===== src/rtl/seg7_pkg.sv =====
// Shared constants for the 4-digit seven-segment scan driver.
// All codes are active-low, segment order {g,f,e,d,c,b,a}.
package seg7_pkg;
  localparam int NUM_DIGITS = 4;

  localparam logic [6:0] SEG_0 = 7'b1000000;
  localparam logic [6:0] SEG_1 = 7'b1111001;
  localparam logic [6:0] SEG_2 = 7'b0100100;
  localparam logic [6:0] SEG_3 = 7'b0110000;
  localparam logic [6:0] SEG_4 = 7'b0011001;
  localparam logic [6:0] SEG_5 = 7'b0010010;
  localparam logic [6:0] SEG_6 = 7'b0000010;
  localparam logic [6:0] SEG_7 = 7'b1111000;
  localparam logic [6:0] SEG_8 = 7'b0000000;
  localparam logic [6:0] SEG_9 = 7'b0010000;

  localparam logic [6:0] SEG_BLANK = 7'b1111111;
  localparam logic [6:0] SEG_DASH  = 7'b0111111;
  localparam logic [NUM_DIGITS-1:0] AN_OFF = 4'b1111;
endpackage


===== src/rtl/bcd_to_seg7.sv =====
// BCD to active-low seven-segment decode; non-BCD values show a dash.
module bcd_to_seg7
  import seg7_pkg::*;
(
  input  logic [3:0] bcd,
  output logic [6:0] seg
);
  always_comb begin
    seg = SEG_DASH;
    case (bcd)
      4'd0: seg = SEG_0;
      4'd1: seg = SEG_1;
      4'd2: seg = SEG_2;
      4'd3: seg = SEG_3;
      4'd4: seg = SEG_4;
      4'd5: seg = SEG_5;
      4'd6: seg = SEG_6;
      4'd7: seg = SEG_7;
      4'd8: seg = SEG_8;
      4'd9: seg = SEG_9;
      default: seg = SEG_DASH;
    endcase
  end
endmodule


===== src/rtl/seg7_scan_mux.sv =====
// Time-multiplexed 4-digit seven-segment driver with a per-frame snapshot,
// leading-zero blanking and a one-cycle anode-off guard at each digit change.
module seg7_scan_mux
  import seg7_pkg::*;
#(
  parameter int unsigned SCAN_DIV = 4
) (
  input  logic        clk_in,
  input  logic        reset_in,
  input  logic        enable_in,
  input  logic [15:0] digit_in,
  input  logic [3:0]  dp_in,
  input  logic        lzb_en_in,
  output logic [6:0]  seg_out,
  output logic [3:0]  an_out,
  output logic        dp_out
);
  localparam int DW = (SCAN_DIV > 2) ? $clog2(SCAN_DIV) : 1;

  logic [DW-1:0]                div_cnt;
  logic [1:0]                   scan_idx;
  logic [NUM_DIGITS-1:0][3:0]   snap_dig;
  logic [NUM_DIGITS-1:0]        snap_dp;

  logic       tick, frame_start, blank;
  logic [3:0] cur_dig;
  logic [6:0] dec_seg, seg_nxt;
  logic [3:0] an_nxt;
  logic       dp_nxt;

  assign tick        = (div_cnt == DW'(SCAN_DIV - 1));
  assign frame_start = (div_cnt == '0) && (scan_idx == 2'd0);
  assign cur_dig     = snap_dig[scan_idx];

  bcd_to_seg7 u_dec (.bcd(cur_dig), .seg(dec_seg));

  // A digit is blanked only if it and every more-significant digit are zero.
  always_comb begin
    blank = 1'b0;
    if (lzb_en_in) begin
      case (scan_idx)
        2'd3:    blank = (snap_dig[3] == 4'd0);
        2'd2:    blank = (snap_dig[3] == 4'd0) && (snap_dig[2] == 4'd0);
        2'd1:    blank = (snap_dig[3] == 4'd0) && (snap_dig[2] == 4'd0) &&
                         (snap_dig[1] == 4'd0);
        default: blank = 1'b0;
      endcase
    end
  end

  always_comb begin
    seg_nxt = blank ? SEG_BLANK : dec_seg;
    an_nxt  = AN_OFF;
    if (enable_in && (div_cnt != '0))
      an_nxt = AN_OFF ^ (4'b0001 << scan_idx);
    dp_nxt  = (an_nxt == AN_OFF) ? 1'b1 : ~snap_dp[scan_idx];
  end

  always_ff @(posedge clk_in) begin
    if (reset_in) begin
      div_cnt  <= '0;
      scan_idx <= 2'd0;
      snap_dig <= '0;
      snap_dp  <= '0;
      seg_out  <= SEG_BLANK;
      an_out   <= AN_OFF;
      dp_out   <= 1'b1;
    end else begin
      seg_out <= seg_nxt;
      an_out  <= an_nxt;
      dp_out  <= dp_nxt;
      if (enable_in) begin
        div_cnt <= tick ? '0 : div_cnt + 1'b1;
        if (tick)
          scan_idx <= scan_idx + 2'd1;
        // Snapshot only at frame start so one frame never mixes two values.
        if (frame_start) begin
          snap_dig <= digit_in;
          snap_dp  <= dp_in;
        end
      end
    end
  end
endmodule


===== config.mk =====
export PLATFORM = sky130hd
export DESIGN_NAME = seg7_scan_mux
export DESIGN_NICKNAME = d
export VERILOG_FILES = /design/src/rtl/seg7_pkg.sv /design/src/rtl/bcd_to_seg7.sv /design/src/rtl/seg7_scan_mux.sv
export SDC_FILE = /design/constraint.sdc
export NUM_CORES = 1
export LEC_CHECK = 0
export CAP_MARGIN = 20
export CORE_ASPECT_RATIO = 1.2
export CORE_MARGIN = 2
export CORE_UTILIZATION = 52
export CTS_BUF_LIST = sky130_fd_sc_hd__clkbuf_2
export DETAILED_ROUTE_END_ITERATION = 6
export GPL_TIMING_DRIVEN = 0
export PLACE_DENSITY = 0.82
export SLEW_MARGIN = 5
export SYNTH_ARGS = -nofsm -noshare
export SYNTH_HDL_FRONTEND = slang
export SYNTH_SLANG_ARGS = --single-unit

===== constraint.sdc =====
create_clock -name clk_in -period 2.2 [get_ports clk_in]
set_input_delay 0.44 -clock clk_in [delete_from_list [all_inputs] [get_ports clk_in]]
set_output_delay 0.44 -clock clk_in [all_outputs]
set_load 0.01 [all_outputs]

==> results of run 1 <==
[where the power goes]
group | leakage [uW] | internal, uW | total [uW] | switching (uW)
Sequential | 0.000296 | 704 | 729 | 24.9
Combinational | 0.000476 | 136 | 261 | 125
Clock | 0.0000380 | 185 | 399 | 213
[logic make-up after synthesis]
family | after synthesis
AOI/OAI and AO/OA | 38
muxes | 8
and+or+nand+nor | 66
adders and majority gates | 12
DFF | 36
xor gates and xnor gates | 1
buffers and inverters | 21
[worst max-delay path: stages, from the launching register on]
cell and delay, ns:
dfxtp_1 0.41, buf_6 0.15, mux4_1 0.61, inv_1 0.15, ha_1 0.16, inv_1 0.06, a21oi_1 0.12, o21a_1 0.13
o22ai_1 0.05
[flip-flops by register name, indices dropped and copies added, names as in the netlist]
signal	flops
scan_idx	2
seg_out	7
div_cnt	2
an_out	4
dp_out	1
snap_dig	16
snap_dp	4
[through the flow]
step | std cells | instance area (um2)
floorplan | 182 | 1620
global placement | 251 | 1990
detailed placement | 251 | 1990
CTS | 259 | 2060
global route | 259 | 2060
finish | 259 | 2060
[cell usage after synthesis (all sizes together)]
cell type,instances
inv,10
mux4,5
buf,2
nand2,47
o21ai,6
a211oi,2
a21o,1
nor2,5
nand3,3
and2,1
a21oi,22
ha,12
o21a,1
o22ai,5
clkbuf,9
nor3b,3
xnor2,1
nor4,3
and3,2
or3b,1
dfxtp,36
or4,1
mux2i,3
a31oi,1
[worst paths after layout]
path / end / slack, ns
setup / recovery: seg_out[4]$_SDFF_PP1_ / 0.24
hold / removal: scan_idx[1]$_SDFFE_PP0P_ / 0.41
setup reg to reg: seg_out[4]$_SDFF_PP1_ / 0.24
hold reg to reg: snap_dig[1]$_SDFFE_PP0P_ / 0.47
[cell usage in the layout, fill, tap and decap left out, types with 5 or more instances in the layout]
| master | netlist | layout |
|---|---|---|
| o22ai_1 | 5 | 5 |
| nor2_1 | 5 | 5 |
| inv_1 | 10 | 10 |
| dfxtp_1 | 36 | 36 |
| clkbuf_2 | 0 | 5 |
| ha_1 | 12 | 12 |
| clkbuf_1 | 9 | 9 |
| a21oi_1 | 22 | 22 |
| clkdlybuf4s50_1 | 0 | 33 |
| nand2_1 | 47 | 47 |
| o21ai_0 | 6 | 6 |
[routing by layer]
metal	vias to the layer above	routed length [um]	share of wire, %	track usage [%]
met5	-	0	0	0
met4	0	72	2.4	11.6
met3	9	115	3.8	4.32
met2	41	1620	53	36.3
met1	587	1250	41	19.7
li1	700	-	-	-
[area by class of cell]
cell class | instances | area (um2) | area share (%)
Sequential cell | 36 | 721 | 35.0
Buffer | 11 | 50.0 | 2.43
Inverter | 10 | 37.5 | 1.82
Clock inverter | 3 | 37.5 | 1.82
Timing Repair Buffer | 33 | 330 | 16.0
Multi-Input combinational cell | 125 | 816 | 39.6
Tap cell | 36 | 45.0 | 2.18
Clock buffer | 5 | 25.0 | 1.21
==> results.md, run 1 <==
* GPL Wtd Cong at 0.802
* Htree depth at 2
* Global-route usage over all layers at 20.0%
* Critical path startpoint: scan_idx[0]$_SDFFE_PP0P_
* Dpl ws at 0.104 ns
* WP data required at 2.47 ns
* Pwr Density at 673 nW/um2
* Min Hold Slack at 0.414 ns
* Syn nets at 218
* Simple-gate share of the synthesized area at 17.9%
* Post-synthesis xor/xnor area fraction at 0.541%
* Crit share post-route at 88.9%
* Share of the synthesized area in the top cell type at 44.5%
* Seq/Total Area, Yosys at 44.5%
* Post-DP HPWL at 2340 um
* Startpoint types: flip-flop
* Status: completed
* Vias at 1337
* Adder-cell share of the synthesized area at 9.27%
* Hold_buf cts at 0
* CTS tree: done
* Core ar. at 3030 um2
* Clock transition at path regs at 0.18 ns
* Total power at 1390 uW
* First-pass GRT wire length at 5130 um
* # rows at 22
* DRT Wirelength at 3060 um
* Initial antenna violation count at 0
* Vias/cell at 5.16
* Synthesis-to-layout area growth at 27.4%
* Dominant cell type by area after synthesis: dfxtp_1
* Vias in the first global route at 1290
* Share of cells above drive strength 1 at 6.28%
* Post-layout util at 68.1%
* DRT iter0 DRCs at 39
* Mapped cell area at 1620 um2
* IO buf count at 33
* Clock sinks at 36
* Synthesized area per cell at 8.90 um2
* Initial core utilization at 53.5%
* Cell count after synthesis at 182
* TritonCTS buffer count at 5
* Hold Path Cell Cnt at 3
* Crit Path Class: reg2reg
* Postcts setup bufs at 0
* Die height at 65.1 um
* Fillers at 254
* # diodes at 0
* HP Start: enable_in
* Final setup viols at 0
* Worst r2r path cells at 8
* #FFs+latches synth at 36
* Crit path arrival time at 2.23 ns
* Slew Limit Fails at 0
* Layout Skew at 0.0141 ns
* Yosys warnings at 0
* CTS resizes at 0
* Max Freq at 511 MHz
* Sum Neg Setup Slack at 0 ns
* Leakage at 0.000810 uW
* Final hold vios at 0
* Setup ws final at 0.244 ns
* Remaining antenna violation count at 0
* Die ar. at 3580 um2
* Nets at 258
* Largest family of logic cells by synthesized area: simple AND/OR/NAND/NOR gates
* RSZ-0062 raised after global routing: false
* CP endpoint kind: flip-flop
* Largest net degree at the start of global routing at 12
* Global route total overflow at 0
* DRC errors left at 0
* CP max FO at 6
* Multiplexer area fraction after synthesis at 9.27%
* Max_cap viols at 0
* Slew @ Worst Pin at 0.499 ns
* Clock Latency Late Sink at 0.38 ns
* Max VDD drop at 0.494 mV
* Chip width at 54.9 um
* Unique masters post-synth at 27
* Reg2reg start: scan_idx[0]$_SDFFE_PP0P_
* Pre-antenna DRT Iters at 4
* Worst slew margin at 66.6%
* Clock root cell: clkbuf_2
* Boundary pin count at 36
* Synth top area cells: dfxtp_1 (45%), nand2_1 (11%), ha_1 (9.3%)
* Routed WL per cell at 11.8 um
* Synth Area in Compound Gates at 13.1%
* Clock buffer depth at 2
* Worst hold path class: in2reg
* Final min period at 1.96 ns
(Power assumes the default switching activity.)
==> run 2, diff against run 1 <==
==> constraint.sdc (replaced) <==
create_clock -name clk_in -period 1.9 [get_ports clk_in]
set_input_delay 0.38 -clock clk_in [delete_from_list [all_inputs] [get_ports clk_in]]
set_output_delay 0.38 -clock clk_in [all_outputs]
set_load 0.01 [all_outputs]
==> results.md, run 2 (synthesis results as in run 1) <==
* CP endpoint kind: flip-flop
* Clock sinks at 36 (unchanged)
* Slew Limit Fails at 0 (unchanged)
* Chip width at 54.9 um (unchanged)
* Initial core utilization at 53.5% (unchanged)
* Max_cap viols at 0 (unchanged)
* Final setup viols at 0 (unchanged)
* Final min period at 1.80 ns (-0.156 ns)
* Max Freq at 556 MHz (+8.7%)
* Sum Neg Setup Slack at 0 ns (unchanged)
* Status: completed
* CTS tree: done
* DRT iter0 DRCs at 39 (unchanged)
* Vias at 1362 (+1.9%)
* Worst hold path class: in2reg
* Clock root cell: clkbuf_2
* Pwr Density at 773 nW/um2 (+15%)
* Share of cells above drive strength 1 at 11.4% (+5.1 points)
* Vias in the first global route at 1322 (+2.5%)
* Remaining antenna violation count at 0 (unchanged)
* Htree depth at 2 (unchanged)
* Hold_buf cts at 0 (unchanged)
* Post-DP HPWL at 2340 um (unchanged)
* Crit share post-route at 94.7% (+5.8 points)
* Initial antenna violation count at 0 (unchanged)
* RSZ-0062 raised after global routing: true
* Most frequent cells in the layout: nand2_1 (47), dfxtp_1 (35), clkdlybuf4s50_1 (33), a21oi_1 (22), ha_1 (12)
* Vias/cell at 5.16 (about the same)
* DRC errors left at 0 (unchanged)
* Die ar. at 3580 um2 (unchanged)
* Worst slew margin at 66.6% (about the same)
* Fillers at 252 (-0.79%)
* First-pass GRT wire length at 5310 um (+3.5%)
* IO buf count at 33 (unchanged)
* Core ar. at 3030 um2 (unchanged)
* Crit path arrival time at 2.09 ns (-0.14 ns)
* Pre-antenna DRT Iters at 4 (unchanged)
* Clock buffer depth at 2 (unchanged)
* # diodes at 0 (unchanged)
* Synthesis-to-layout area growth at 29.8%
* # rows at 22 (unchanged)
* Global route total overflow at 0 (unchanged)
* Boundary pin count at 36 (unchanged)
* DRT Wirelength at 3190 um (+4.4%)
* Startpoint types: flip-flop
* Max VDD drop at 0.573 mV (+16%)
* WP data required at 2.19 ns (-0.28 ns)
* Nets at 263 (+1.9%)
* Crit Path Class: reg2reg
* Most common cell after layout, fill and taps aside: nand2_1
* Global-route usage over all layers at 20.7% (+0.71 points)
* Clock transition at path regs at 0.18 ns (about the same)
* Reg with most FFs: snap_dig
* Slew @ Worst Pin at 0.500 ns (+0.000747 ns)
* Post-route design area at 2100 um2 (+1.9%)
* Clock Latency Late Sink at 0.39 ns (about the same)
* Largest registers: snap_dig (16), seg_out (7)
* Largest net degree at the start of global routing at 12 (unchanged)
* TritonCTS buffer count at 5 (unchanged)
* CP max FO at 6 (unchanged)
* Area of placed instances at 1990 um2 (unchanged)
* GPL Wtd Cong at 0.802 (unchanged)
* Post-layout util at 69.4% (+1.3 points)
* Die height at 65.1 um (unchanged)
* Leakage at 0.000839 uW (+3.6%)
* Layout Skew at 0.0120 ns (-0.00208 ns)
* Max FFs per register at 16 (unchanged)
* Routed WL per cell at 12.1 um (+2.4%)
* Final hold vios at 0 (unchanged)
run 2: cell types whose count changed in the layout (fill, tap and decap cells not counted):
cell / before / now
mux4_1: 2 / 1
o21ai_0: 6 / 3
mux4_2: 3 / 4
clkbuf_2: 5 / 8
inv_2: 0 / 2
dfxtp_1: 36 / 35
dfxtp_2: 0 / 1
clkbuf_1: 9 / 6
buf_4: 0 / 5
o21ai_1: 0 / 3
inv_1: 10 / 8
run 2: layout make-up:
class	instances	area (um2)	share of cell area [%]
multi-input combinational	125	812	38.7
timing repair buffer	38	368	17.5
inverter	10	37.5	1.79
clock inverter	3	37.5	1.79
sequential	36	722	34.4
buffer	11	53.8	2.56
tap	36	45.0	2.14
clock buffer	5	25.0	1.19
run 2: path summary, 6_finish.rpt:
kind                            start                       end  slack [ns]  depth (start not counted)
min reg2reg  snap_dig[1]$_SDFFE_PP0P_  snap_dig[1]$_SDFFE_PP0P_        0.47                          2
max          scan_idx[0]$_SDFFE_PP0P_     seg_out[4]$_SDFF_PP1_         0.1                          8
min                         enable_in  scan_idx[1]$_SDFFE_PP0P_        0.36                          3
max reg2reg  scan_idx[0]$_SDFFE_PP0P_     seg_out[4]$_SDFF_PP1_         0.1                          8
run 2: worst max-delay path, cell delays in order (launching register included):
cell     delay (ns)
dfxtp_2        0.39
buf_6          0.13
mux4_2         0.55
inv_2          0.10
ha_1           0.15
inv_1          0.06
a21oi_1        0.12
o21a_1         0.14
o22ai_1        0.05
run 2: power breakdown:
part / switching [uW] / leakage (uW) / total, uW / internal [uW]
Combinational: 147 / 0.000505 / 313 / 165
Sequential: 29.0 / 0.000297 / 844 / 815
Clock: 252 / 0.0000380 / 467 / 214
run 2: timing repair:
item                       in CTS  in global routing
gates resized for setup         5                  7
hold endpoints to repair        0                  0
buffers inserted                0                  5
setup endpoints to repair       9                 10
cloned                          0                  0
run 2: stage by stage:
step | total power (uW) | cells | setup WS (ns) | hold slack (ns)
6_report | 1620 | 264 | 0.0999 | 0.357
5_1_grt | 1710 | 264 | -0.0746 | 0.392
4_1_cts | 1630 | 259 | 0.0233 | 0.345
3_5_place_dp | 1160 | 251 | -0.196 | 0.448
3_3_place_gp | 1150 | 251 | -0.0899 | 0.440
2_1_floorplan | 1030 | 182 | 0.101 | 0.432
run 2: metal layers:
layer / part of all wire [%] / routed length [um] / track usage [%] / up-vias
li1: - / - / - / 707
met1: 39 / 1260 / 20.2 / 610
met2: 54 / 1710 / 37.6 / 35
met3: 4.1 / 130 / 4.55 / 10
met4: 2.8 / 90 / 12.2 / 0
met5: 0 / 0 / 0 / -
